===== src/rtl/lowrisc_eth_pkg.sv =====
// Shared types and constants for the Ethernet TX frame arbiter.
package lowrisc_eth_pkg;

    localparam int unsigned DATA_W = 8;
    localparam int unsigned CNT_W  = 16;
    localparam int unsigned IDX_W  = 2;
    localparam logic [DATA_W-1:0] ABORT_DATA = 8'h00;

    typedef enum logic [1:0] {
        ST_IDLE  = 2'd0,
        ST_XFER  = 2'd1,
        ST_DRAIN = 2'd2
    } arb_state_e;

    typedef struct packed {
        logic [DATA_W-1:0] tdata;
        logic              tlast;
        logic              tuser;
    } axis_beat_t;

    // Beat emitted in place of the rest of a frame whose source went silent.
    function automatic axis_beat_t abort_beat();
        axis_beat_t b;
        b.tdata = ABORT_DATA;
        b.tlast = 1'b1;
        b.tuser = 1'b1;
        return b;
    endfunction

endpackage


===== src/rtl/lowrisc_eth_tx_arb_if.sv =====
// Per-source AXI-stream inputs and the merged AXI-stream output of the TX arbiter.
interface lowrisc_eth_tx_arb_if
    import lowrisc_eth_pkg::*;
#(
    parameter int unsigned PORTS = 2
);
    logic [DATA_W*PORTS-1:0] s_axis_tdata;
    logic [PORTS-1:0]        s_axis_tvalid;
    logic [PORTS-1:0]        s_axis_tlast;
    logic [PORTS-1:0]        s_axis_tuser;
    logic [PORTS-1:0]        s_axis_tready;

    logic [DATA_W-1:0]       m_axis_tdata;
    logic                    m_axis_tvalid;
    logic                    m_axis_tlast;
    logic                    m_axis_tuser;
    logic                    m_axis_tready;

    modport slave (
        input  s_axis_tdata, s_axis_tvalid, s_axis_tlast, s_axis_tuser, m_axis_tready,
        output s_axis_tready, m_axis_tdata, m_axis_tvalid, m_axis_tlast, m_axis_tuser
    );

    modport master (
        output s_axis_tdata, s_axis_tvalid, s_axis_tlast, s_axis_tuser, m_axis_tready,
        input  s_axis_tready, m_axis_tdata, m_axis_tvalid, m_axis_tlast, m_axis_tuser
    );
endinterface


===== src/rtl/lowrisc_rr_arb.sv =====
// Round-robin pick: lowest-index requester strictly after last_grant, wrapping.
module lowrisc_rr_arb
    import lowrisc_eth_pkg::*;
#(
    parameter int unsigned PORTS = 2
) (
    input  logic [PORTS-1:0] req,
    input  logic [IDX_W-1:0] last_grant,
    output logic [IDX_W-1:0] grant_idx,
    output logic             grant_found
);
    logic             found_hi;
    logic             found_lo;
    logic [IDX_W-1:0] idx_hi;
    logic [IDX_W-1:0] idx_lo;

    // Descending scan so the lowest index in each half is the one left standing.
    always_comb begin
        found_hi = 1'b0;
        found_lo = 1'b0;
        idx_hi   = '0;
        idx_lo   = '0;
        for (int i = int'(PORTS) - 1; i >= 0; i--) begin
            if (req[i]) begin
                if (IDX_W'(i) > last_grant) begin
                    found_hi = 1'b1;
                    idx_hi   = IDX_W'(i);
                end else begin
                    found_lo = 1'b1;
                    idx_lo   = IDX_W'(i);
                end
            end
        end
        grant_found = found_hi || found_lo;
        grant_idx   = found_hi ? idx_hi : idx_lo;
    end
endmodule


===== src/rtl/lowrisc_eth_tx_arb.sv =====
// Frame-atomic round-robin merge of byte-wide AXI-stream sources into one GMII TX stream.
module lowrisc_eth_tx_arb
    import lowrisc_eth_pkg::*;
#(
    parameter int unsigned PORTS         = 2,
    parameter int unsigned STALL_TIMEOUT = 16
) (
    input  logic                  clk,
    input  logic                  rstn,
    lowrisc_eth_tx_arb_if.slave   bus,
    output logic                  grant_valid,
    output logic [IDX_W-1:0]      grant_idx,
    output logic [CNT_W-1:0]      frame_count,
    output logic [CNT_W-1:0]      abort_count
);
    localparam int unsigned STALL_W = 8;

    arb_state_e        state;
    logic [IDX_W-1:0]  last_grant;
    logic [IDX_W-1:0]  grant;
    logic [STALL_W-1:0] stall_cnt;
    axis_beat_t        slice;
    logic              slice_valid;

    logic              accept_en_c;
    logic              sel_valid_c;
    axis_beat_t        sel_beat_c;
    logic [PORTS-1:0]  ready_c;
    logic [IDX_W-1:0]  rr_idx;
    logic              rr_found;

    lowrisc_rr_arb #(.PORTS(PORTS)) u_rr (
        .req         (bus.s_axis_tvalid),
        .last_grant  (last_grant),
        .grant_idx   (rr_idx),
        .grant_found (rr_found)
    );

    assign accept_en_c = !slice_valid || bus.m_axis_tready;

    // Mux the granted lane and steer tready back to it only.
    always_comb begin
        sel_valid_c = 1'b0;
        sel_beat_c  = '0;
        ready_c     = '0;
        for (int i = 0; i < int'(PORTS); i++) begin
            if (IDX_W'(i) == grant) begin
                sel_valid_c      = bus.s_axis_tvalid[i];
                sel_beat_c.tdata = bus.s_axis_tdata[DATA_W*i +: DATA_W];
                sel_beat_c.tlast = bus.s_axis_tlast[i];
                sel_beat_c.tuser = bus.s_axis_tuser[i];
                if (state == ST_XFER) begin
                    ready_c[i] = accept_en_c;
                end else if (state == ST_DRAIN) begin
                    ready_c[i] = 1'b1;
                end
            end
        end
    end

    assign bus.s_axis_tready = ready_c;
    assign bus.m_axis_tvalid = slice_valid;
    assign bus.m_axis_tdata  = slice.tdata;
    assign bus.m_axis_tlast  = slice.tlast;
    assign bus.m_axis_tuser  = slice.tuser;
    assign grant_idx         = grant;

    always_ff @(posedge clk) begin
        if (!rstn) begin
            state       <= ST_IDLE;
            last_grant  <= IDX_W'(PORTS - 1);
            grant       <= '0;
            grant_valid <= 1'b0;
            stall_cnt   <= '0;
            slice       <= '0;
            slice_valid <= 1'b0;
            frame_count <= '0;
            abort_count <= '0;
        end else begin
            if (slice_valid && bus.m_axis_tready) begin
                slice_valid <= 1'b0;
            end
            unique case (state)
                ST_IDLE: begin
                    if (rr_found) begin
                        grant       <= rr_idx;
                        grant_valid <= 1'b1;
                        stall_cnt   <= '0;
                        state       <= ST_XFER;
                    end
                end
                ST_XFER: begin
                    // A valid beat always wins over the timeout on the same cycle.
                    if (accept_en_c) begin
                        if (sel_valid_c) begin
                            slice       <= sel_beat_c;
                            slice_valid <= 1'b1;
                            stall_cnt   <= '0;
                            if (sel_beat_c.tlast) begin
                                frame_count <= frame_count + 1'b1;
                                last_grant  <= grant;
                                grant_valid <= 1'b0;
                                state       <= ST_IDLE;
                            end
                        end else if (stall_cnt == STALL_W'(STALL_TIMEOUT - 1)) begin
                            slice       <= abort_beat();
                            slice_valid <= 1'b1;
                            abort_count <= abort_count + 1'b1;
                            stall_cnt   <= '0;
                            state       <= ST_DRAIN;
                        end else begin
                            stall_cnt <= stall_cnt + 1'b1;
                        end
                    end
                end
                ST_DRAIN: begin
                    if (sel_valid_c && sel_beat_c.tlast) begin
                        last_grant  <= grant;
                        grant_valid <= 1'b0;
                        state       <= ST_IDLE;
                    end
                end
                default: state <= ST_IDLE;
            endcase
        end
    end
endmodule


===== src/flat_wrapper.sv =====
// flat-port wrapper written by rule: the top's interface ports become plain ports
module lowrisc_eth_tx_arb_flat import lowrisc_eth_pkg::*;
#(
    parameter int unsigned PORTS         = 2,
    parameter int unsigned STALL_TIMEOUT = 16
)
  (clk, rstn, grant_valid, grant_idx, frame_count, abort_count, bus_s_axis_tdata, bus_s_axis_tvalid, bus_s_axis_tlast, bus_s_axis_tuser, bus_m_axis_tready, bus_s_axis_tready, bus_m_axis_tdata, bus_m_axis_tvalid, bus_m_axis_tlast, bus_m_axis_tuser);
  lowrisc_eth_tx_arb_if #(.PORTS(PORTS)) bus_i ();
  input  logic clk;
  input  logic rstn;
  output logic grant_valid;
  output logic [IDX_W-1:0] grant_idx;
  output logic [CNT_W-1:0] frame_count;
  output logic [CNT_W-1:0] abort_count;
  input wire logic [$bits(bus_i.s_axis_tdata)-1:0] bus_s_axis_tdata;
  input wire logic [$bits(bus_i.s_axis_tvalid)-1:0] bus_s_axis_tvalid;
  input wire logic [$bits(bus_i.s_axis_tlast)-1:0] bus_s_axis_tlast;
  input wire logic [$bits(bus_i.s_axis_tuser)-1:0] bus_s_axis_tuser;
  input wire logic [$bits(bus_i.m_axis_tready)-1:0] bus_m_axis_tready;
  output wire logic [$bits(bus_i.s_axis_tready)-1:0] bus_s_axis_tready;
  output wire logic [$bits(bus_i.m_axis_tdata)-1:0] bus_m_axis_tdata;
  output wire logic [$bits(bus_i.m_axis_tvalid)-1:0] bus_m_axis_tvalid;
  output wire logic [$bits(bus_i.m_axis_tlast)-1:0] bus_m_axis_tlast;
  output wire logic [$bits(bus_i.m_axis_tuser)-1:0] bus_m_axis_tuser;
  assign bus_i.s_axis_tdata = bus_s_axis_tdata;
  assign bus_i.s_axis_tvalid = bus_s_axis_tvalid;
  assign bus_i.s_axis_tlast = bus_s_axis_tlast;
  assign bus_i.s_axis_tuser = bus_s_axis_tuser;
  assign bus_i.m_axis_tready = bus_m_axis_tready;
  assign bus_s_axis_tready = bus_i.s_axis_tready;
  assign bus_m_axis_tdata = bus_i.m_axis_tdata;
  assign bus_m_axis_tvalid = bus_i.m_axis_tvalid;
  assign bus_m_axis_tlast = bus_i.m_axis_tlast;
  assign bus_m_axis_tuser = bus_i.m_axis_tuser;
  lowrisc_eth_tx_arb #(.PORTS(PORTS), .STALL_TIMEOUT(STALL_TIMEOUT)) u_core (.clk(clk), .rstn(rstn), .bus(bus_i), .grant_valid(grant_valid), .grant_idx(grant_idx), .frame_count(frame_count), .abort_count(abort_count));
endmodule

===== config.mk =====
export PLATFORM = sky130hd
export DESIGN_NAME = lowrisc_eth_tx_arb_flat
export DESIGN_NICKNAME = d
export VERILOG_FILES = /design/src/rtl/lowrisc_eth_pkg.sv /design/src/rtl/lowrisc_eth_tx_arb_if.sv /design/src/rtl/lowrisc_rr_arb.sv /design/src/rtl/lowrisc_eth_tx_arb.sv /design/src/flat_wrapper.sv
export SDC_FILE = /design/constraint.sdc
export NUM_CORES = 1
export LEC_CHECK = 0
export BUFFER_PORTS_ARGS = -buffer_cell sky130_fd_sc_hd__buf_4
export CORE_UTILIZATION = 40
export DETAILED_ROUTE_END_ITERATION = 8
export RECOVER_POWER = 25
export SETUP_SLACK_MARGIN = 0.02
export SLEW_MARGIN = 20
export SYNTH_ARGS = -nofsm -noshare
export SYNTH_HDL_FRONTEND = slang
export SYNTH_SLANG_ARGS = --single-unit

===== constraint.sdc =====
create_clock -name clk -period 3.4 [get_ports clk]
set_clock_uncertainty 0.2 [all_clocks]
set_input_delay 0.34 -clock clk [delete_from_list [all_inputs] [get_ports clk]]
set_output_delay 0.34 -clock clk [all_outputs]
set_load 0.01 [all_outputs]

==> metrics.yaml, run 1 <==
ys_seq_area_frac: 0.403
insertion_delay_ns: 0.31
slew_headroom: 0.578
startpoint_type: "flop"
detailroute.via_count: 2529
cts.repair.resized: 0
holdPathEnd: "u_core.last_grant[0]"
die-width_um: 85.4
finalSetupViolCount: 0
worstMarginPinSlew_ns: 0.617
slew_viol_final: 0
ioPinCount: 73
cp_slowest_stage_delay_ns: 0.71
final-instance-count-excl-fill: 482
synth_cell_type_count: 45
netlist_top_cells_area: "dfxtp_1 (40%), xnor2_1 (6.9%), nor2_1 (6.3%)"
avgViaCountPerCell: 5.25
rsz0062_at_grt: "false"
wirelength_mm: 6.26
synth_cells: 334
dp.final_hpwl_mm: 4.51
root_buffer: "clkbuf_8"
tns_ns: 0
period_share: 0.773
syn_to_final_growth_pct: 21.7
cts_buffer_depth: 2
p_per_area_mw_per_mm2: 448
die_h_um: 85.4
synth.net_count: 366
antenna_found_initial: 0
fin_crit_ns: 2.63
synth_top_cell_area_share: 0.403
track_usage: 0.173
crit_path_top_delay_cell: "or4b_1"
first_pass_iters: 4
synth_top_flop_cell: "dfxtp_1"
hold_path.class: "in2reg"
wl_per_cell_um: 13.0
fmax_mhz: 381
p_leak_nw: 1.24
drt-initial-drc-count: 73
synth_area_leader_cell: "dfxtp_1"
drt.antenna.violating_nets: 0
yosysWarnings: 0
drc: 0
worstReg2RegEnd: "u_core.frame_count[13]"
nNetsFinal: 434
syn_area_mm2: 0.00279
grt_max_degree: 30
worst-path-max-fanout: 11
max-vdd-ir-drop_v: 0.000185
min_from: "rstn"
cap_violations: 0
initial_core_util: 0.412
dp_cells: 475
async_reset_ff_frac: 0
finalHoldViolCount: 0
cp_data_arrival_time_ns: 2.67
rrSetupSlack_ns: 0.77
num_antenna_cells: 0
critPathMostFrequentCell: "or3_1"
dieArea_mm2: 0.00730
critical_path_class: "reg2reg"
outcome: "finished clean"
grt_pass1_wl_mm: 10.2
coreArea_mm2: 0.00676
holdBufCountCts: 0
clkTransAtPathRegs_ns: 0.10
cts_sinks: 56
synth_edf_count: 0
drive_gt1_frac: 0.177
grt_pass1_vias: 2282
r2r_cells: 6
numCtsBuffers: 5
gp_congestion: 0.765
endpoint_kind: "flop"
post-cts-setup-buffers: 0
htree_levels: 2
placement_rows: 30
worstPathCellList: "mux2i_1 -> buf_4 -> or4b_1 -> or3_1 -> or3_1 -> a21oi_1"
worstSetupStartpoint: "u_core.grant_idx[0]"
grt.overflow.total: 0
ys_ff_latch: 56
required_ns: 3.45
syn_area_per_cell_um2: 8.34
cts_tree: "done"
r2r_start: "u_core.grant_idx[0]"
portBuffers: 71
hold_depth: 2
cell families (layout without fill, tap and decap cells):
| family | after synthesis | count (layout) | synth area share |
|---|---|---|---|
| AOI/OAI and AO/OA | 43 | 43 | 0.0997 |
| xor gates and xnor gates | 25 | 25 | 0.0786 |
| adders and majority gates | 7 | 7 | 0.0314 |
| buffers and inverters | 27 | 95 | 0.0386 |
| DFF | 56 | 56 | 0.403 |
| muxes | 17 | 17 | 0.0647 |
| other | 1 | 1 | 0.00135 |
| and+or+nand+nor | 158 | 158 | 0.283 |
cells in the final DEF, fill, tap and decap left out, drive strengths merged, types with 2 or more instances in the layout:
cell	instances
buf	53
and4	2
or4b	2
nor4	9
o21ai	11
xor2	3
nand2	32
mux2	8
or4	2
a21oi	11
nor2b	3
or2	2
mux2i	9
nor3	15
nand3	14
inv	10
nand4	12
a22oi	8
or3	5
nand3b	4
dfxtp	56
and2	3
clkbuf	30
a211oi	2
nor2	47
nand2b	4
o32ai	2
ha	7
xnor2	22
synth_stat cells (10+ instances only):
library cell	n
nand4_1	12
nand2_1	32
inv_1	10
dfxtp_1	56
a21oi_1	11
o21ai_0	11
nor3_1	15
xnor2_1	22
nand3_1	14
clkbuf_1	13
nor2_1	47
registers in the layout, indices dropped and copies added (netlist names):
signal,flops
u_core.abort_count,16
u_core.bus.m_axis_tdata,8
u_core.bus.m_axis_tlast,1
u_core.bus.m_axis_tuser,1
u_core.bus.m_axis_tvalid,1
u_core.frame_count,16
u_core.grant_idx,1
u_core.grant_valid,1
u_core.last_grant,1
u_core.stall_cnt,8
u_core.state,2
cell type report:
cell class	instances	area (um^2)
fill	690	3370
multi-input combinational	251	1560
sequential	56	1120
timing repair buffer	78	492
tap	80	100
clock buffer	5	68.8
inverter	10	37.5
clock inverter	2	12.5
power by group:
part,internal [mW],switching [mW],total (mW),leakage [nW]
Sequential,0.700,0.0333,0.734,0.453
Combinational,0.179,0.254,0.433,0.745
Clock,0.140,0.211,0.351,0.0400
Total,1.02,0.499,1.52,1.24
routing by layer:
layer,track usage,vias to the layer above,share of wire
li1,-,1296,-
met1,0.230,1167,0.49
met2,0.277,54,0.44
met3,0.0331,12,0.045
met4,0.0712,0,0.022
met5,0,-,0
metrics by stage:
step	cell area (um^2)	worst slack [ns]	utilization	hold slack (ns)	power [mW]
finish	3390	0.773	0.501	0.113	1.52
global route	3390	0.612	0.501	0.112	1.60
CTS	3480	0.779	0.515	0.103	1.56
global placement	3400	0.827	0.503	0.259	1.20
floorplan	2790	0.903	-	0.241	1.04
detailed placement	3400	0.795	0.503	0.266	1.20
worst max path at each step:
stage,to,cells after the start
floorplan,u_core.abort_count[13],7
global placement,u_core.frame_count[13],7
detailed placement,u_core.frame_count[13],7
CTS,u_core.frame_count[13],6
global route,u_core.frame_count[13],6
finish,u_core.frame_count[13],6
worst max-delay path, delay by kind of cell, from the launching register on:
kind / cells / cell delay, ns
AO/OA/AOI/OAI: 1 / 0.14
multiplexers: 1 / 0.10
flip-flops: 1 / 0.45
buffers and inverters: 1 / 0.18
AND/OR/NAND/NOR: 3 / 1.51
(Power assumes the default switching activity.)
==> inputs of run 2 (changes only) <==
==> constraint.sdc (replaced) <==
create_clock -name clk -period 2.5 [get_ports clk]
set_clock_uncertainty 0.2 [all_clocks]
set_input_delay 0.25 -clock clk [delete_from_list [all_inputs] [get_ports clk]]
set_output_delay 0.25 -clock clk [all_outputs]
set_load 0.01 [all_outputs]
==> metrics.yaml, run 2 (same netlist as run 1, synthesis figures left out) <==
grt_pass1_wl_mm: 10.4
place_ws_ns: 0.0375
first_pass_iters: 4
initial_core_util: 0.412
fill_cells: 661
slew_headroom: 0.579
die_h_um: 85.4
cp_data_arrival_time_ns: 2.48
dp.final_hpwl_mm: 4.69
die-width_um: 85.4
p_leak_nw: 1.29
clkPwrFrac: 0.276
dieArea_mm2: 0.00730
startpoint_type: "flop"
endpoint_kind: "flop"
final_common_cell: "buf_4"
clkTransAtPathRegs_ns: 0.11
layout_common_cells: "buf_4 (59), dfxtp_1 (55), nor2_1 (47)"
pwr-share-seq: 0.452
cts_tree: "done"
grt_pass1_vias: 2268
grt_max_degree: 21
p_int_mw: 1.51
max-vdd-ir-drop_v: 0.000280
num_antenna_cells: 0
detailroute.via_count: 2577
sw_frac_of_total: 0.315
fin_ws_ns: 0.0742
p_per_area_mw_per_mm2: 633
wl_per_cell_um: 13.1
reg_top3: "u_core.abort_count: 16 flops, u_core.frame_count: 16 flops"
drt.antenna.violating_nets: 0
nNetsFinal: 440
ioPinCount: 73
antenna_found_initial: 0
wirelength_mm: 6.39
comb_power_share: 0.272
cap_violations: 0
critical_path_class: "reg2reg"
outcome: "finished clean"
worst-path-max-fanout: 6
cts_sinks: 56
portBuffers: 71
numCtsBuffers: 5
placement_rows: 30
finalHoldViolCount: 0
slew_viol_final: 0
drt-initial-drc-count: 79
drive_gt1_frac: 0.208
holdBufCountCts: 0
final-instance-count-excl-fill: 489
switchingPower_mw: 0.698
critPathBufInv: 0
worstPathCellList: "or4_4 -> or2_4 -> or4b_4 -> or3_4 -> a21oi_2"
finalSetupViolCount: 0
fin_hold_ws_ns: 0.0140
rsz0062_at_grt: "true"
dp_cells: 481
tns_ns: 0
avgViaCountPerCell: 5.27
crit_path_top_delay_cell: "or4b_4"
required_ns: 2.55
insertion_delay_ns: 0.31
root_buffer: "clkbuf_8"
htree_levels: 2
regArea_mm2: 0.00112
gp_congestion: 0.774
fmax_mhz: 412
grt.overflow.total: 0
fin_crit_ns: 2.43
multi_input_area_mm2: 0.00158
track_usage: 0.176
cts_buffer_depth: 2
worstMarginPinSlew_ns: 0.629
drc: 0
coreArea_mm2: 0.00676
path_delay_family: "simple AND/OR/NAND/NOR gates"
hold_path.class: "in2reg"
syn_to_final_growth_pct: 25.4
cp_slowest_stage_delay_ns: 0.57
period_share: 0.970
## run 2: cell types whose count changed in the layout (fill, tap and decap cells not counted)
cell,previous run,this run
dfxtp_2,0,1
or3_1,5,3
dfxtp_1,56,55
or4_1,2,1
buf_4,53,59
bufinv_16,0,1
or2_0,1,0
inv_6,0,1
or3_4,0,2
a21oi_1,11,9
a21oi_2,0,2
clkinv_2,1,0
or2_4,0,1
or4_4,0,1
## run 2: worst paths after layout
kind	startpoint	cells past startpoint	slack, ns	endpoint
worst min register to register	u_core.frame_count[15]	2	0.28	u_core.frame_count[15]
worst min-delay path	rstn	2	0.01	u_core.last_grant[0]
worst max register to register	u_core.stall_cnt[4]	5	0.07	u_core.abort_count[13]
worst max-delay path	u_core.stall_cnt[4]	5	0.07	u_core.abort_count[13]
## run 2: stage by stage
stage | util | instance area, um^2 | power (mW)
5_1_grt | 0.517 | 3490 | 2.35
2_1_floorplan | - | 2790 | 1.42
3_3_place_gp | 0.510 | 3450 | 1.65
4_1_cts | 0.527 | 3560 | 2.27
3_5_place_dp | 0.510 | 3450 | 1.66
6_report | 0.517 | 3490 | 2.21
## run 2: power groups by stage
stage / Combinational [mW] / Sequential (mW) / Clock, mW
2_1_floorplan: 0.389 / 1.03 / 0
3_3_place_gp: 0.634 / 1.02 / 0
3_5_place_dp: 0.634 / 1.02 / 0
4_1_cts: 0.638 / 1.00 / 0.634
5_1_grt: 0.673 / 1.01 / 0.664
6_report: 0.601 / 1.00 / 0.611
## run 2: final cells by class
class                   instances  share of cell area
clock buffers                   5              0.0197
multi-input cells             251               0.453
repair buffers                 84               0.154
inverters                      10              0.0107
clock inverters                 3              0.0133
well taps                      80              0.0287
flip-flops and latches         56               0.321
## run 2: repair_timing
action | CTS | global route
resized for setup | 0 | 8
endpoints found under the setup margin | 0 | 3
buffers inserted | 0 | 0
hold endpoints to repair | 0 | 0
## run 2: per-layer routing
layer  vias to the layer above  GRT usage  routed length (um)
met1                      1195      0.229                2960
li1                       1316          -                   -
met4                         0     0.0455                  68
met2                        59      0.300                3050
met5                         -          0                   0
met3                         7     0.0331                 314
